<file path="src/rtl/i2c_master_arbiter_if.sv">
// i2c_master_arbiter_if: bundles the requester-side and I2cMaster-side
// signals of the I2C master arbiter.
// Modport "master" is the arbiter's view (it is the sole driver of the
// I2cMaster inputs); modport "slave" is the view of the surrounding logic
// (requesters plus the I2cMaster instance).
// Optional: I2C_ARBITER_LOCK_EN adds the per-requester lock vector.
interface i2c_master_arbiter_if #(
  parameter int NumRequesters  = 3,
  parameter int MaxBytesToSend = 16,
  parameter int MaxBytesToRead = 16
);
  localparam int SendCountWidth = $clog2(MaxBytesToSend) + 1;
  localparam int ReadCountWidth = $clog2(MaxBytesToRead) + 1;

  // Requester side
  logic [NumRequesters-1:0]                  request;
  logic [NumRequesters*7-1:0]                address;
  logic [NumRequesters*SendCountWidth-1:0]   nrOfBytesToSend;
  logic [NumRequesters*MaxBytesToSend*8-1:0] bytesToSend;
  logic [NumRequesters*ReadCountWidth-1:0]   nrOfBytesToRead;
`ifdef I2C_ARBITER_LOCK_EN
  logic [NumRequesters-1:0]                  lock;
`endif
  logic [NumRequesters-1:0]                  grant;
  logic [NumRequesters-1:0]                  done;
  logic [MaxBytesToRead*8-1:0]               bytesRead;
  logic                                      statusNoAck;
  logic                                      statusClockStretchTimeout;
  logic                                      statusStartTimeout;

  // I2cMaster side
  logic                                      masterStart;
  logic [6:0]                                masterAddress;
  logic [SendCountWidth-1:0]                 masterNrOfBytesToSend;
  logic [MaxBytesToSend*8-1:0]               masterBytesToSend;
  logic [ReadCountWidth-1:0]                 masterNrOfBytesToRead;
  logic [MaxBytesToRead*8-1:0]               masterBytesToRead;
  logic                                      masterReady;
  logic                                      masterClockStretchTimeoutReached;
  logic                                      masterNoAcknowledge;

  modport master (
`ifdef I2C_ARBITER_LOCK_EN
    input  lock,
`endif
    input  request, address, nrOfBytesToSend, bytesToSend, nrOfBytesToRead,
    output grant, done, bytesRead,
    output statusNoAck, statusClockStretchTimeout, statusStartTimeout,
    output masterStart, masterAddress, masterNrOfBytesToSend,
    output masterBytesToSend, masterNrOfBytesToRead,
    input  masterBytesToRead, masterReady,
    input  masterClockStretchTimeoutReached, masterNoAcknowledge
  );

  modport slave (
`ifdef I2C_ARBITER_LOCK_EN
    output lock,
`endif
    output request, address, nrOfBytesToSend, bytesToSend, nrOfBytesToRead,
    input  grant, done, bytesRead,
    input  statusNoAck, statusClockStretchTimeout, statusStartTimeout,
    input  masterStart, masterAddress, masterNrOfBytesToSend,
    input  masterBytesToSend, masterNrOfBytesToRead,
    output masterBytesToRead, masterReady,
    output masterClockStretchTimeoutReached, masterNoAcknowledge
  );
endinterface

</file>
<file path="src/rtl/i2c_master_arbiter.sv">
// i2c_master_arbiter: round-robin arbiter sharing one I2cMaster between
// several requesters. Latches the winner's transaction fields, fires a single
// start pulse, follows masterReady low then high, and hands read data and
// status back with a one-cycle done pulse to the owner.
// Optional feature macro: I2C_ARBITER_LOCK_EN (lock vector keeps the
// round-robin pointer on a locked owner for up to 4 consecutive transactions).
module i2c_master_arbiter #(
  parameter int NumRequesters      = 3,
  parameter int MaxBytesToSend     = 16,
  parameter int MaxBytesToRead     = 16,
  parameter int StartTimeoutCycles = 4096
) (
  input  logic                 clock,
  input  logic                 reset,
  i2c_master_arbiter_if.master bus
);
  localparam int SendCountWidth = $clog2(MaxBytesToSend) + 1;
  localparam int ReadCountWidth = $clog2(MaxBytesToRead) + 1;
  localparam int IndexWidth     = $clog2(NumRequesters);
  localparam int TimerWidth     = $clog2(StartTimeoutCycles) + 1;
`ifdef I2C_ARBITER_LOCK_EN
  localparam int LockLimit      = 4;
`endif

  typedef enum logic [2:0] {
    Idle,
    Launch,
    WaitBusy,
    WaitDone,
    Complete
  } state_t;

  state_t                  state;
  logic [IndexWidth-1:0]   pointer;
  logic [IndexWidth-1:0]   owner;
  logic [TimerWidth-1:0]   waitCounter;
`ifdef I2C_ARBITER_LOCK_EN
  logic [2:0]              lockCount;
`endif

  // Per-requester views of the packed input buses
  logic [6:0]                  addressArray   [NumRequesters];
  logic [SendCountWidth-1:0]   sendCountArray [NumRequesters];
  logic [MaxBytesToSend*8-1:0] sendDataArray  [NumRequesters];
  logic [ReadCountWidth-1:0]   readCountArray [NumRequesters];

  // Candidate gi is the requester gi places after the pointer (wrapped)
  logic [NumRequesters-1:0] candidateValid;
  logic [IndexWidth-1:0]    candidateIndex [NumRequesters];

  for (genvar gi = 0; gi < NumRequesters; gi++) begin : gRequester
    logic [IndexWidth:0] sum;

    assign addressArray[gi]   = bus.address[gi*7 +: 7];
    assign sendCountArray[gi] = bus.nrOfBytesToSend[gi*SendCountWidth +: SendCountWidth];
    assign sendDataArray[gi]  = bus.bytesToSend[gi*MaxBytesToSend*8 +: MaxBytesToSend*8];
    assign readCountArray[gi] = bus.nrOfBytesToRead[gi*ReadCountWidth +: ReadCountWidth];

    assign sum = {1'b0, pointer} + (IndexWidth+1)'(gi);
    assign candidateIndex[gi] = (sum >= (IndexWidth+1)'(NumRequesters))
                              ? IndexWidth'(sum - (IndexWidth+1)'(NumRequesters))
                              : IndexWidth'(sum);
    assign candidateValid[gi] = bus.request[candidateIndex[gi]];
  end

  logic                     anyRequest;
  logic [IndexWidth-1:0]    winner;
  logic [NumRequesters-1:0] winnerOneHot;
  logic [IndexWidth-1:0]    nextPointer;

  // Pick the nearest requesting candidate at or after the pointer
  always_comb begin
    anyRequest = |candidateValid;
    winner     = candidateIndex[0];
    for (int k = NumRequesters - 1; k >= 0; k--) begin
      if (candidateValid[k]) begin
        winner = candidateIndex[k];
      end
    end
  end

  assign winnerOneHot = {{(NumRequesters-1){1'b0}}, 1'b1} << winner;
  assign nextPointer  = (owner == IndexWidth'(NumRequesters - 1)) ? '0 : owner + 1'b1;

  // Transaction FSM with registered requester and master outputs
  always_ff @(posedge clock) begin
    if (!reset) begin
      state                         <= Idle;
      pointer                       <= '0;
      owner                         <= '0;
      waitCounter                   <= '0;
`ifdef I2C_ARBITER_LOCK_EN
      lockCount                     <= '0;
`endif
      bus.grant                     <= '0;
      bus.done                      <= '0;
      bus.bytesRead                 <= '0;
      bus.statusNoAck               <= 1'b0;
      bus.statusClockStretchTimeout <= 1'b0;
      bus.statusStartTimeout        <= 1'b0;
      bus.masterStart               <= 1'b0;
      bus.masterAddress             <= '0;
      bus.masterNrOfBytesToSend     <= '0;
      bus.masterBytesToSend         <= '0;
      bus.masterNrOfBytesToRead     <= '0;
    end else begin
      // Start and done are single-cycle pulses
      bus.masterStart <= 1'b0;
      bus.done        <= '0;

      case (state)
        Idle: begin
          if (anyRequest) begin
            owner                     <= winner;
            bus.grant                 <= winnerOneHot;
            bus.masterAddress         <= addressArray[winner];
            bus.masterNrOfBytesToSend <= sendCountArray[winner];
            bus.masterBytesToSend     <= sendDataArray[winner];
            bus.masterNrOfBytesToRead <= readCountArray[winner];
            bus.masterStart           <= 1'b1;
`ifdef I2C_ARBITER_LOCK_EN
            // A different owner breaks any locked run
            if (winner != owner) begin
              lockCount <= '0;
            end
`endif
            state <= Launch;
          end
        end

        Launch: begin
          waitCounter <= '0;
          state       <= WaitBusy;
        end

        WaitBusy: begin
          if (!bus.masterReady) begin
            state <= WaitDone;
          end else if (waitCounter == TimerWidth'(StartTimeoutCycles - 1)) begin
            // Master never acknowledged the start: report and release
            bus.statusStartTimeout        <= 1'b1;
            bus.statusNoAck               <= 1'b0;
            bus.statusClockStretchTimeout <= 1'b0;
            bus.done                      <= bus.grant;
            state                         <= Complete;
          end else begin
            waitCounter <= waitCounter + 1'b1;
          end
        end

        WaitDone: begin
          if (bus.masterReady) begin
            bus.bytesRead                 <= bus.masterBytesToRead;
            bus.statusNoAck               <= bus.masterNoAcknowledge;
            bus.statusClockStretchTimeout <= bus.masterClockStretchTimeoutReached;
            bus.statusStartTimeout        <= 1'b0;
            bus.done                      <= bus.grant;
            state                         <= Complete;
          end
        end

        Complete: begin
          bus.grant <= '0;
`ifdef I2C_ARBITER_LOCK_EN
          // Locked owner keeps the pointer, but only for a bounded run
          if (bus.lock[owner] && (lockCount < 3'(LockLimit - 1))) begin
            pointer   <= owner;
            lockCount <= lockCount + 1'b1;
          end else begin
            pointer   <= nextPointer;
            lockCount <= '0;
          end
`else
          pointer <= nextPointer;
`endif
          state <= Idle;
        end

        default: begin
          state <= Idle;
        end
      endcase
    end
  end
endmodule

</file>
<file path="src/flat_wrapper.sv">
// flat-port wrapper written by rule: the top's interface ports become plain ports
module i2c_master_arbiter_flat 
#(
  parameter int NumRequesters      = 3,
  parameter int MaxBytesToSend     = 16,
  parameter int MaxBytesToRead     = 16,
  parameter int StartTimeoutCycles = 4096
)
  (clock, reset, bus_request, bus_address, bus_nrOfBytesToSend, bus_bytesToSend, bus_nrOfBytesToRead, bus_grant, bus_done, bus_bytesRead, bus_statusNoAck, bus_statusClockStretchTimeout, bus_statusStartTimeout, bus_masterStart, bus_masterAddress, bus_masterNrOfBytesToSend, bus_masterBytesToSend, bus_masterNrOfBytesToRead, bus_masterBytesToRead, bus_masterReady, bus_masterClockStretchTimeoutReached, bus_masterNoAcknowledge);
  i2c_master_arbiter_if #(.NumRequesters(NumRequesters), .MaxBytesToSend(MaxBytesToSend), .MaxBytesToRead(MaxBytesToRead)) bus_i ();
  input  logic clock;
  input  logic reset;
  input wire logic [$bits(bus_i.request)-1:0] bus_request;
  input wire logic [$bits(bus_i.address)-1:0] bus_address;
  input wire logic [$bits(bus_i.nrOfBytesToSend)-1:0] bus_nrOfBytesToSend;
  input wire logic [$bits(bus_i.bytesToSend)-1:0] bus_bytesToSend;
  input wire logic [$bits(bus_i.nrOfBytesToRead)-1:0] bus_nrOfBytesToRead;
  output wire logic [$bits(bus_i.grant)-1:0] bus_grant;
  output wire logic [$bits(bus_i.done)-1:0] bus_done;
  output wire logic [$bits(bus_i.bytesRead)-1:0] bus_bytesRead;
  output wire logic [$bits(bus_i.statusNoAck)-1:0] bus_statusNoAck;
  output wire logic [$bits(bus_i.statusClockStretchTimeout)-1:0] bus_statusClockStretchTimeout;
  output wire logic [$bits(bus_i.statusStartTimeout)-1:0] bus_statusStartTimeout;
  output wire logic [$bits(bus_i.masterStart)-1:0] bus_masterStart;
  output wire logic [$bits(bus_i.masterAddress)-1:0] bus_masterAddress;
  output wire logic [$bits(bus_i.masterNrOfBytesToSend)-1:0] bus_masterNrOfBytesToSend;
  output wire logic [$bits(bus_i.masterBytesToSend)-1:0] bus_masterBytesToSend;
  output wire logic [$bits(bus_i.masterNrOfBytesToRead)-1:0] bus_masterNrOfBytesToRead;
  input wire logic [$bits(bus_i.masterBytesToRead)-1:0] bus_masterBytesToRead;
  input wire logic [$bits(bus_i.masterReady)-1:0] bus_masterReady;
  input wire logic [$bits(bus_i.masterClockStretchTimeoutReached)-1:0] bus_masterClockStretchTimeoutReached;
  input wire logic [$bits(bus_i.masterNoAcknowledge)-1:0] bus_masterNoAcknowledge;
  assign bus_i.request = bus_request;
  assign bus_i.address = bus_address;
  assign bus_i.nrOfBytesToSend = bus_nrOfBytesToSend;
  assign bus_i.bytesToSend = bus_bytesToSend;
  assign bus_i.nrOfBytesToRead = bus_nrOfBytesToRead;
  assign bus_grant = bus_i.grant;
  assign bus_done = bus_i.done;
  assign bus_bytesRead = bus_i.bytesRead;
  assign bus_statusNoAck = bus_i.statusNoAck;
  assign bus_statusClockStretchTimeout = bus_i.statusClockStretchTimeout;
  assign bus_statusStartTimeout = bus_i.statusStartTimeout;
  assign bus_masterStart = bus_i.masterStart;
  assign bus_masterAddress = bus_i.masterAddress;
  assign bus_masterNrOfBytesToSend = bus_i.masterNrOfBytesToSend;
  assign bus_masterBytesToSend = bus_i.masterBytesToSend;
  assign bus_masterNrOfBytesToRead = bus_i.masterNrOfBytesToRead;
  assign bus_i.masterBytesToRead = bus_masterBytesToRead;
  assign bus_i.masterReady = bus_masterReady;
  assign bus_i.masterClockStretchTimeoutReached = bus_masterClockStretchTimeoutReached;
  assign bus_i.masterNoAcknowledge = bus_masterNoAcknowledge;
  i2c_master_arbiter #(.NumRequesters(NumRequesters), .MaxBytesToSend(MaxBytesToSend), .MaxBytesToRead(MaxBytesToRead), .StartTimeoutCycles(StartTimeoutCycles)) u_core (.clock(clock), .reset(reset), .bus(bus_i));
endmodule
</file>
<file path="config.mk">
export PLATFORM = sky130hd
export DESIGN_NAME = i2c_master_arbiter_flat
export DESIGN_NICKNAME = d
export VERILOG_FILES = /design/src/rtl/i2c_master_arbiter_if.sv /design/src/rtl/i2c_master_arbiter.sv /design/src/flat_wrapper.sv
export SDC_FILE = /design/constraint.sdc
export NUM_CORES = 1
export LEC_CHECK = 0
export CAP_MARGIN = 15
export CORE_AREA = 2 2 335 337
export CTS_CLUSTER_DIAMETER = 100
export DETAILED_ROUTE_END_ITERATION = 8
export DIE_AREA = 0 0 337 339
export PLACE_DENSITY = 0.46
export SETUP_SLACK_MARGIN = 0.15
export SLEW_MARGIN = 40
export SYNTH_ARGS = -nofsm -noshare
export SYNTH_HDL_FRONTEND = slang
export SYNTH_SLANG_ARGS = --single-unit
</file>
<file path="constraint.sdc">
create_clock -name clock -period 3.3 [get_ports clock]
set_input_delay 0.66 -clock clock [delete_from_list [all_inputs] [get_ports clock]]
set_output_delay 0.66 -clock clock [all_outputs]
set_load 0.01 [all_outputs]
</file>
# Word-level counts from Yosys, hierarchy flattened

Index checks and enable logic that the tools add are counted.

Output and inout port bits: 283
Flip-flop bits (word level): 303

Shift-type cells: 1
Add/sub/neg operators: 7
Magnitude comparators: 7
Bitwise gates (word level): 1
Reductions and logical operators: 12
Equality and inequality tests: 12
Muxes and demuxes: 50

Operators by type and width:

| operator                                                                     | count |
|---|---|
| 128-bit binary-select mux with 2-bit select                                  | 1 |
| 128-bit two-way mux                                                          | 2 |
| 13-bit two-way mux                                                           | 2 |
| 13-bit case mux with 2 select lines                                          | 1 |
| 3-bit two-way mux                                                            | 8 |
| 5-bit binary-select mux with 2-bit select                                    | 2 |
| 5-bit two-way mux                                                            | 4 |
| 7-bit binary-select mux with 2-bit select                                    | 1 |
| 2-bit two-way mux                                                            | 7 |
| 7-bit two-way mux                                                            | 2 |
| 13-bit by 1-bit adder with 13-bit output, second input constant              | 1 |
| 13-bit by 12-bit == test with 1-bit output, second input constant            | 1 |
| 3-bit case mux with 2 select lines                                           | 2 |
| 3-bit case mux with 4 select lines                                           | 1 |
| 1-bit two-way mux                                                            | 11 |
| 2-bit by 3-bit less-than comparator with 1-bit output, second input constant | 3 |
| 2-bit AND reduction                                                          | 4 |
| 1-bit binary-select mux with 2-bit select                                    | 3 |
| 3-bit by 2-bit == test with 1-bit output, second input constant              | 2 |
| 3-bit by 2-bit >= comparator with 1-bit output, second input constant        | 2 |
| 2-bit inequality test, second input constant                                 | 3 |
| 1-bit case mux with 2 select lines                                           | 3 |
| 3-bit AND reduction                                                          | 2 |
| 2-bit nonzero test                                                           | 3 |
| other kinds (16)                                                             | 19 |

# Longest topological paths before layout

Depth in word-level cells: 12
Gate-level depth with buffers: 12
Mapped depth without buffers: 8

# Worst setup path after synthesis

No wires, ideal clock.

Path kind: input to register
Start: input port bus_request[2]
End: register u_core.bus.masterBytesToSend[100]
Stages: 10
Arrival time: 2.256 ns
Path slack: 0.921 ns
Data required time: 3.178 ns
Library setup time: 0.122 ns
Cells stage by stage: buf_2 -> mux2i_1 -> nor2_1 -> o311ai_4 -> a211oi_1 -> buf_2 -> buf_6 -> buf_6 -> a22oi_1 -> o21ai_1

Longest elaborated chain between the ends: 9
Elaborated cells between the ends (all ways): 15
Classes of those cells: mux (12); bitwise (1); reduce/logical (2)

RTL lines:

| element                                                | RTL line                    | source |
|---|---|---|
| start, declared                                        | flat_wrapper.sv:13          | `input wire logic [$bits(bus_i.request)-1:0] bus_request;` |
| 1-bit binary-select mux with 2-bit select              | i2c_master_arbiter.sv:63    | `assign candidateValid[gi] = bus.request[candidateIndex[gi]];` |
| 1-bit two-way mux (not written as such)                | i2c_master_arbiter.sv:63    |  |
| 2-bit two-way mux (3 in a row)                         | i2c_master_arbiter.sv:76    | `if (candidateValid[k]) begin` |
| 2-bit inverter with 3-bit output (not written as such) | i2c_master_arbiter.sv:118   | `bus.masterBytesToSend <= sendDataArray[winner];` |
| 128-bit binary-select mux with 2-bit select            | i2c_master_arbiter.sv:118   |  |
| 128-bit two-way mux (not written as such) (2 in a row) | i2c_master_arbiter.sv:118   |  |
| end signal, assigned                                   | i2c_master_arbiter.sv:118   |  |
| end, declared                                          | i2c_master_arbiter_if.sv:50 | `output masterBytesToSend, masterNrOfBytesToRead,` |

Several ways; a longest one is shown, not always the timed one. The select of a mux whose other input is x is not followed.
A chain may end at the register's enable or synchronous reset.

# Worst setup path after layout

Start: register u_core.pointer[1]
End: register u_core.bus.masterBytesToSend[112]

Longest elaborated chain between the ends: 12
Elaborated cells between the ends (all ways): 26
Classes of those cells: add/sub (5); order compare (3); mux (15); bitwise (1); reduce/logical (2)

RTL lines:

| element                                                                                   | RTL line                                           | source |
|---|---|---|
| start, declared                                                                           | i2c_master_arbiter.sv:34                           | `logic [IndexWidth-1:0] pointer;` |
| start signal, assigned                                                                    | i2c_master_arbiter.sv:174                          | `pointer <= nextPointer;` |
| 2-bit by 2-bit adder with 3-bit output                                                    | i2c_master_arbiter.sv:59                           | `assign sum = {1'b0, pointer} + (IndexWidth+1)'(gi);` |
| 3-bit by 2-bit >= comparator with 1-bit output / 2-bit subtractor (equally long branches) | i2c_master_arbiter.sv:60, i2c_master_arbiter.sv:61 |  |
| 2-bit two-way mux                                                                         | i2c_master_arbiter.sv:61                           | `? IndexWidth'(sum - (IndexWidth+1)'(NumRequesters))` |
| 1-bit binary-select mux with 2-bit select                                                 | i2c_master_arbiter.sv:63                           |  |
| 1-bit two-way mux (not written as such)                                                   | i2c_master_arbiter.sv:63                           |  |
| 2-bit two-way mux (3 in a row)                                                            | i2c_master_arbiter.sv:76                           |  |
| 2-bit inverter with 3-bit output (not written as such)                                    | i2c_master_arbiter.sv:118                          |  |
| 128-bit binary-select mux with 2-bit select                                               | i2c_master_arbiter.sv:118                          |  |
| 128-bit two-way mux (not written as such) (2 in a row)                                    | i2c_master_arbiter.sv:118                          |  |

Several ways; a longest one is shown, not always the timed one. The select of a mux whose other input is x is not followed.

==> metrics.cfg <==
[clock_tree]
ctsResizeCount=0
cts_sinks=303
cts_tree=built
post-cts-setup-buffers=0
cts_hold_buf=0
clk_latency_ps=590
clkTransAtPathRegs_ps=60
cts_htree_levels=2
cts_made_buffers=42
clockRootBuffer=clkbuf_16
clock_path_buffers=3

[pwr]
ir_worst_vdd_v=0.000289
seq_power_share_pct=36.4
finalPower_mw=11.5
clkPwrFrac_pct=41.6
switching_share_pct=27.6
pwr-share-comb_pct=21.9
p_switching_mw=3.17
p_leak_nw=9.03
power_density_nw_per_um2=462
p_int_mw=8.33

[global_route]
antenna_found_initial=2
grt_overflow=0
grt_first_pass_wirelength_um=100000
gr-usage-all-layers_pct=12.1
grt_pass1_vias=13600
grt_max_degree=57

[detailed_routing]
drt-vias-per-instance=3.60
wl_um=72200
drt_iter0_markers=696
drtPass1Iterations=5
ant_nets=0
num_vias=13600
drc=0
wire_per_inst_um=19.1

[min_path]
min-delay-start=u_core.waitCounter[12]
holdCritPathClass=reg2reg

[floorplanning]
rows=122
core_area_um2=110000
die_h_um=339
ios=854
dieArea_um2=114000
die_w_um=337
start_util_pct=11.6

[sta]
slew_headroom_pct=50.6
fmax_mhz=349
fin_crit_ps=2860
period_share_pct=86.8
worst_pin_slew_ps=740
holdWs_ps=457
layout_setup_ws_ps=436
skew_ps=25.3
finalHoldViolCount=0
setup_tns_ps=0
slew_viol_final=0
setup_violations=0
rsz0062_at_grt=false

[worst_setup_path]
crit_slowest_cell=mux2i_1
crit_fanout=24
r2r-start=u_core.pointer[1]
critPathBufInv=3
startpoint=u_core.pointer[1]
critPathLaunchType=flop
cp-end-kind=flop
critPathTopFamily=multiplexers
slowest_delay_ps=420
cp.required_ps=3770
path_cells=inv_1 -> ha_1 -> mux2i_1 -> a32o_1 -> o22ai_2 -> nor2_4 -> buf_12 -> buf_12 -> mux2i_1 -> o21ai_1
cp.arrival_ps=3330
crit_type=reg2reg

[placed_design]
portBuffers=853
hpwlAfterDp_um=58800
place_ws_ps=26.8
gp_congestion=0.832

[yosys]
synth.largest_area_cell=dfxtp_1
ys_seq_area_share_pct=47.2
synth_top_area_share_pct=47.2
synthCells=1403
syn_avg_cell_area_um2=9.15
synth-main-ff-cell=dfxtp_1
ys_warn_count=0
ys_ff_latch=303
ys_top_cells_by_area=dfxtp_1, mux2i_1, a22oi_1, nand2_1, a21boi_0
async_flop_share_pct=0
ys_types=54
syn-cell-area_um2=12800
synth_edf_count=0
synth_nets=1978

[cells_and_area]
fin_util_pct=22.6
final_common_cell=clkdlybuf4s50_1
layout_common_cells=clkdlybuf4s50_1, dfxtp_1, nand2_1
drive_gt1_share_pct=6.94
finalNetCount=2835
syn_to_final_growth_pct=93.9

[job]
maxCapViolations=0

[run_status]
outcome=completed

[state kept, by name, summed over array words and instances (netlist names)]
register,count
u_core.bus.bytesRead,128
u_core.bus.statusStartTimeout,1
u_core.bus.grant,3
u_core.pointer,2
u_core.bus.masterStart,1
u_core.bus.masterAddress,7
u_core.state,3
u_core.bus.done,3
u_core.bus.masterBytesToSend,128
u_core.bus.statusClockStretchTimeout,1
u_core.bus.masterNrOfBytesToSend,5
u_core.bus.masterNrOfBytesToRead,5
u_core.owner,2
u_core.bus.statusNoAck,1
u_core.waitCounter,13
[path summary, 6_finish.rpt]
check | end | slack (ps) | cells past startpoint
worst max-delay path | u_core.bus.masterBytesToSend[112] | 440 | 10
worst min-delay path | u_core.waitCounter[12] | 460 | 2
worst max register to register | u_core.bus.masterBytesToSend[112] | 440 | 10
worst min register to register | u_core.waitCounter[12] | 460 | 2
[cell type report]
type | count | area [um^2]
Antenna cell | 4 | 10.0
Clock buffer | 60 | 1240
Clock inverter | 15 | 206
Fill cell | 12100 | 85500
Inverter | 6 | 22.5
Multi-Input combinational cell | 978 | 6220
Sequential cell | 303 | 6070
Tap cell | 1488 | 1860
Timing Repair Buffer | 929 | 9280
[stage by stage]
step | cells | area [um^2]
after floorplan | 1403 | 12800
after global placement | 3702 | 23400
after detailed placement | 3704 | 23500
after CTS | 3779 | 24900
after global routing | 3780 | 24900
final | 3783 | 24900
[layer usage]
layer  vias to the layer above  wire [um]  part of all wire (%)  global-route usage (%)
li1                       6723          -                     -                       -
met5                         -          0                     0                       0
met1                      6336      31100                    43                    15.1
met3                        62       4890                   6.8                    3.17
met2                       489      35000                    49                    20.5
met4                         0       1150                   1.6                    2.76
[worst reg2reg max path, stage by stage, from the launching register on]
cell	delay, ps
dfxtp_1	340
inv_1	60
ha_1	410
mux2i_1	420
a32o_1	240
o22ai_2	120
nor2_4	150
buf_12	210
buf_12	300
mux2i_1	400
o21ai_1	90
[cells in the mapped netlist (6+ instances only)]
master      n
a21oi_1     7
a22oi_1   142
buf_6       6
nor2_1     19
buf_2      43
buf_4       7
a31oi_1     9
nand3_1    10
o21ai_0    12
nand4_1    10
dfxtp_1   303
nand2_1   274
clkbuf_1   55
and3_1     15
a21boi_0  128
nand2b_1    6
o21ai_1   138
and2_1      7
mux2i_1   139
xor2_1      9
[cells by family after synthesis]
group | after synthesis | share of synthesized area (%)
AOI/OAI and AO/OA | 464 | 24.4
muxes | 139 | 10.8
DFF | 303 | 47.2
xor gates and xnor gates | 11 | 0.750
and+or+nand+nor | 360 | 11.8
buffers and inverters | 122 | 4.58
adders and majority gates | 4 | 0.390
[power by group through the flow]
stage	sequential [mW]	combinational (mW)	clock [mW]
after floorplan	4.32	0.672	0
after global placement	4.26	2.56	0
after detailed placement	4.26	2.55	0
after CTS	4.19	2.57	5.01
after global routing	4.22	2.69	5.13
final	4.19	2.52	4.79
No activity file was read; power rests on OpenSTA's default activity.
